[src/rtl/layered_objects_mux.sv]
// Pipelined priority compositor: merges object layers over a background with
// per-frame layer enables, a colour key, and player-vs-layer collision tracking.
module layered_objects_mux #(
  parameter int unsigned       NUM_LAYERS      = 8,
  parameter int unsigned       RGB_W           = 8,
  parameter bit                TRANSP_EN       = 1'b1,
  parameter logic [RGB_W-1:0]  TRANSPARENT_RGB = 8'hFF,
  localparam int unsigned      IDX_W           = $clog2(NUM_LAYERS)
) (
  input  logic                        clk,
  input  logic                        resetN,
  input  logic                        startOfFrame,
  input  logic [NUM_LAYERS-1:0]       layerEnable,
  input  logic [NUM_LAYERS-1:0]       drawReq,
  input  logic [NUM_LAYERS*RGB_W-1:0] layerRGB,
  input  logic [RGB_W-1:0]            bgRGB,
  output logic [RGB_W-1:0]            RGBOut,
  output logic                        topValid,
  output logic [IDX_W-1:0]            topLayer,
  output logic [NUM_LAYERS-1:0]       collisionPulse,
  output logic [NUM_LAYERS-1:0]       frameCollision
);

  logic [NUM_LAYERS-1:0] en_mask_q;
  logic [NUM_LAYERS-1:0] sticky_q;

  logic [NUM_LAYERS-1:0] s1_eff_q,   s1_eff_d;
  logic                  s1_valid_q, s1_valid_d;
  logic [RGB_W-1:0]      s1_rgb_q,   s1_rgb_d;
  logic [IDX_W-1:0]      s1_idx_q,   s1_idx_d;
  logic [NUM_LAYERS-1:0] hit_c;

  // Effective requests, fixed-priority winner, and player collisions from stage 1.
  always_comb begin
    s1_eff_d   = '0;
    s1_rgb_d   = bgRGB;
    s1_idx_d   = '0;
    s1_valid_d = 1'b0;
    hit_c      = '0;
    for (int i = 0; i < NUM_LAYERS; i++) begin
      s1_eff_d[i] = drawReq[i] & en_mask_q[i] &
                    ~(TRANSP_EN & (layerRGB[i*RGB_W +: RGB_W] == TRANSPARENT_RGB));
    end
    // Walk from lowest priority upward so layer 0 overwrites last.
    for (int i = NUM_LAYERS - 1; i >= 0; i--) begin
      if (s1_eff_d[i]) begin
        s1_rgb_d = layerRGB[i*RGB_W +: RGB_W];
        s1_idx_d = IDX_W'(i);
      end
    end
    s1_valid_d = |s1_eff_d;
    hit_c      = s1_eff_q & {NUM_LAYERS{s1_eff_q[0]}};
    hit_c[0]   = 1'b0;
  end

  // Mask, two pipeline stages, and frame-level collision bookkeeping.
  always_ff @(posedge clk) begin
    if (!resetN) begin
      en_mask_q      <= '1;
      sticky_q       <= '0;
      s1_eff_q       <= '0;
      s1_valid_q     <= 1'b0;
      s1_rgb_q       <= '0;
      s1_idx_q       <= '0;
      RGBOut         <= '0;
      topValid       <= 1'b0;
      topLayer       <= '0;
      collisionPulse <= '0;
      frameCollision <= '0;
    end else begin
      s1_eff_q       <= s1_eff_d;
      s1_valid_q     <= s1_valid_d;
      s1_rgb_q       <= s1_rgb_d;
      s1_idx_q       <= s1_idx_d;
      RGBOut         <= s1_rgb_q;
      topValid       <= s1_valid_q;
      topLayer       <= s1_idx_q;
      collisionPulse <= hit_c;
      if (startOfFrame) begin
        en_mask_q      <= layerEnable;
        frameCollision <= sticky_q | hit_c;
        sticky_q       <= '0;
      end else begin
        sticky_q       <= sticky_q | hit_c;
      end
    end
  end

endmodule
[config.mk]
export PLATFORM = sky130hd
export DESIGN_NAME = layered_objects_mux
export DESIGN_NICKNAME = d
export VERILOG_FILES = /design/src/rtl/layered_objects_mux.sv
export SDC_FILE = /design/constraint.sdc
export NUM_CORES = 1
export LEC_CHECK = 0
export CAP_MARGIN = 10
export CORE_ASPECT_RATIO = 1.25
export CORE_MARGIN = 2
export CORE_UTILIZATION = 47
export CTS_BUF_LIST = sky130_fd_sc_hd__clkbuf_16
export CTS_CLUSTER_DIAMETER = 60
export DETAILED_ROUTE_END_ITERATION = 10
export PLACE_DENSITY_LB_ADDON = 0.1
export SLEW_MARGIN = 20
export SYNTH_ARGS = -nofsm -noshare
export SYNTH_HDL_FRONTEND = slang
export SYNTH_SLANG_ARGS = --single-unit
[constraint.sdc]
create_clock -name clk -period 2.3 [get_ports clk]
set_input_delay 0.46 -clock clk [delete_from_list [all_inputs] [get_ports clk]]
set_output_delay 0.46 -clock clk [all_outputs]
set_load 0.02 [all_outputs]
==> results of run 1 <==
-- where the power goes --
| group | leakage, µW | switching (µW) | internal, µW |
|---|---|---|---|
| clock network | 0.000126 | 450 | 709 |
| registers | 0.000501 | 36.9 | 1120 |
| logic | 0.00118 | 253 | 296 |
-- through the flow --
| stage | hold slack, ns | setup WS, ns |
|---|---|---|
| 2_1_floorplan | 0.412 | 0.737 |
| 3_3_place_gp | 0.420 | 0.120 |
| 3_5_place_dp | 0.424 | 0.0337 |
| 4_1_cts | 0.437 | 0.353 |
| 5_1_grt | 0.441 | 0.230 |
| 6_report | 0.434 | 0.323 |
-- metal layers --
layer | wire, µm | vias up
li1 | - | 1458
met1 | 3530 | 1363
met2 | 4420 | 124
met3 | 500 | 28
met4 | 376 | 0
met5 | 0 | -
-- flip-flops by register name, summed over array words and instances, names as in the netlist, 3 cells and up --
name,count
RGBOut,8
frameCollision,7
sticky_q,7
s1_eff_q,8
en_mask_q,8
s1_rgb_q,8
collisionPulse,7
s1_idx_q,3
topLayer,3
-- cell usage in the layout (no fill, tap or decap), types with 2 or more instances in the layout --
master,synthesis,final
o21ai_1,3,3
and3_1,8,8
nand4_1,11,11
a311oi_1,7,7
clkdlybuf4s50_1,0,116
o21ai_0,13,13
mux2i_1,18,18
o211ai_2,2,2
o211ai_1,3,3
o221ai_1,8,8
and2_1,15,15
a21oi_1,12,12
a211oi_1,7,7
nand3_1,18,18
clkbuf_16,0,9
a21o_1,7,7
nand4_2,4,4
o21a_1,2,2
nor2_1,29,29
or2_2,8,8
o211a_1,4,4
a21boi_0,2,2
inv_1,21,22
clkinv_2,0,2
dfxtp_1,61,61
buf_4,5,17
nand2_1,22,22
conb_1,1,2
o2111ai_1,15,15
clkinvlp_4,0,2
-- worst max-delay path, delay by kind of cell --
family	cells	cell delay (ns)
AO/OA/AOI/OAI	3	0.54
buffers and inverters	3	0.89
AND/OR/NAND/NOR	2	0.32
-- cells by family (layout without fill, tap and decap cells) --
| logic type | Yosys count | in the layout | share of synthesized area |
|---|---|---|---|
| buf+inv | 45 | 169 | 0.0758 |
| compound gates | 91 | 91 | 0.233 |
| mux | 18 | 18 | 0.0613 |
| simple gates | 118 | 118 | 0.213 |
| flops | 61 | 61 | 0.416 |
| other cells | 1 | 2 | 0.00128 |
-- worst max-delay path by stage --
stage	start	to	slack, ns	depth (start not counted)
3_3_place_gp	layerRGB[23]	s1_rgb_q[2]	0.12	8
6_report	layerRGB[23]	s1_rgb_q[7]	0.32	8
3_5_place_dp	layerRGB[20]	s1_rgb_q[7]	0.03	8
2_1_floorplan	layerRGB[30]	s1_rgb_q[6]	0.74	5
5_1_grt	layerRGB[23]	s1_rgb_q[7]	0.23	8
4_1_cts	layerRGB[20]	s1_rgb_q[7]	0.35	8
-- layout make-up --
cell class,instances,area [µm²],area share
Clock inverter,6,32.5,0.00731
Multi-Input combinational cell,229,1500,0.337
Sequential cell,61,1220,0.274
Tap cell,85,106,0.0239
Timing Repair Buffer,133,1290,0.290
Clock buffer,9,225,0.0506
Inverter,21,78.8,0.0177
==> summary.txt, run 1 <==
Outcome
  – Outcome: finished clean

Clocking
  – Root Driver: clkbuf_16
  – CTS Hold Buffers Added: 0
  – TritonCTS clock tree: done
  – Resized Gates After CTS: 0
  – Reg clk slew, reported paths: 0.05 ns
  – Max Buffers Root-to-Sink: 2
  – Num Clock Sinks: 61
  – Total CTS buffers: 9
  – H-tree depth: 3
  – Post-CTS setup buffers: 0
  – Clock latency on the worst-skew pair: 0.32 ns

Synthesis
  – Commonest cells post-synth: dfxtp_1 (61), nor2_1 (29), nand2_1 (22)
  – Synth unique cells: 40
  – Cell taking the most area after synthesis: dfxtp_1
  – Post-Syn Area: 0.00294 mm²
  – Async SR Flop Fraction: 0
  – Post-synth top area share: 0.416
  – Synthesis-stage register bit count: 61
  – Post-synth EDFFs: 0
  – Most frequent cell after synthesis: dfxtp_1
  – Yosys warns: 0
  – Sequential fraction of the synthesis area: 0.416
  – Top cells by area, synth: dfxtp_1 (42%), mux2i_1 (6.1%), o2111ai_1 (4.5%)
  – Main flop type after synthesis: dfxtp_1
  – Syn Inst Count: 334
  – Syn_area_per_cell: 8.80 µm²

Global routing
  – Busiest layer in global routing: met2
  – Largest net degree at the start of global routing: 31
  – Met1 usage: 0.305
  – Global route total overflow: 0
  – Met2 usage: 0.442
  – First-pass GRT wire length: 13800 µm
  – Vias in the first global route: 2947
  – Initial antenna violation count: 0
  – Met3 GRT Util: 0.0544
  – GRT Overall Usage: 0.265

Finish
  – Antenna diodes: 0
  – Share of layout cells above drive strength 1: 0.100
  – # fillers: 495
  – Final Core Density: 0.727
  – Layout area overhead: 51.5%
  – Finished Cell Area: 0.00445 mm²
  – Fin cells: 544
  – Layout Nets: 546

Timing
  – # setup viols final: 0
  – Setup TNS Final: 0 ns
  – Clock skew: 0.00742 ns
  – Fmax: 506 MHz
  – Final Hold Vio Count: 0
  – Final Cycle Share: 0.859
  – RSZ-0062 raised after global routing: no
  – Slew Limit Fails: 0
  – Final Critical Period: 1.98 ns

Routing
  – Initial DRT Pass Iterations: 4
  – Routed wire length: 8830 µm
  – Via density per instance: 5.47
  – DRC: 0
  – Initial DRC count: 142
  – Vias after detailed routing: 2973
  – Post-route antenna net violation count: 0
  – Routed length per instance: 16.2 µm

Placement
  – Area after DPL: 0.00419 mm²
  – Post-DP HPWL: 6930 µm
  – Cell count after placement: 529
  – I/O Buffers: 116
  – Routability Congestion: 0.942

Critical path
  – Setup CP Type: in2reg
  – Arrival time at the worst endpoint: 2.21 ns
  – Critical Path End Type: flip-flop
  – Crit path largest cell delay: 0.51 ns
  – Startpoint types: primary input
  – RR Endpoint: s1_rgb_q[5]
  – Register-to-Register Setup Slack: 0.62 ns
  – Worst EP required: 2.53 ns
  – Crit path cell chain: clkdlybuf4s50_1, nand4_1, o311ai_2, buf_4, and2_1, buf_4, o21ai_0, o21ai_0
  – Worst reg2reg path depth: 4
  – Crit path max-delay cell type: clkdlybuf4s50_1
  – Crit path max fanout: 11
  – Reg2Reg Launch Point: en_mask_q[7]

Floorplan
  – Die Area: 0.00690 mm²
  – Die Wd: 74.7 µm
  – Initial Utilization: 0.480
  – Core area: 0.00613 mm²
  – Io pins: 119
  – Die extent in y: 92.4 µm
  – Row Count: 32

Pwr
  – Pleak: 0.00180 µW
  – Peak VDD IR: 0.412 mV
  – Overall Power: 2860 µW
  – Cell Pwr Density: 643 mW/mm²

Min path
  – Worst hold endpoint: topLayer[2]
  – Hold path start: s1_idx_q[2]
  – Hold Path Depth: 1
  – HP Class: reg2reg

Job
  – Max-capacitance violation count: 0
(Power assumes the default switching activity.)
==> inputs of run 2 (changes only) <==
--- a/config.mk
+++ b/config.mk
@@ -5,6 +5,7 @@
 export SDC_FILE = /design/constraint.sdc
 export NUM_CORES = 1
 export LEC_CHECK = 0
+export ABC_CLOCK_PERIOD_IN_PS = 2300
 export CAP_MARGIN = 10
 export CORE_ASPECT_RATIO = 1.25
 export CORE_MARGIN = 2
==> results of run 2 <==
Same layout as run 1: the final DEF is identical, and so are final timing and power.
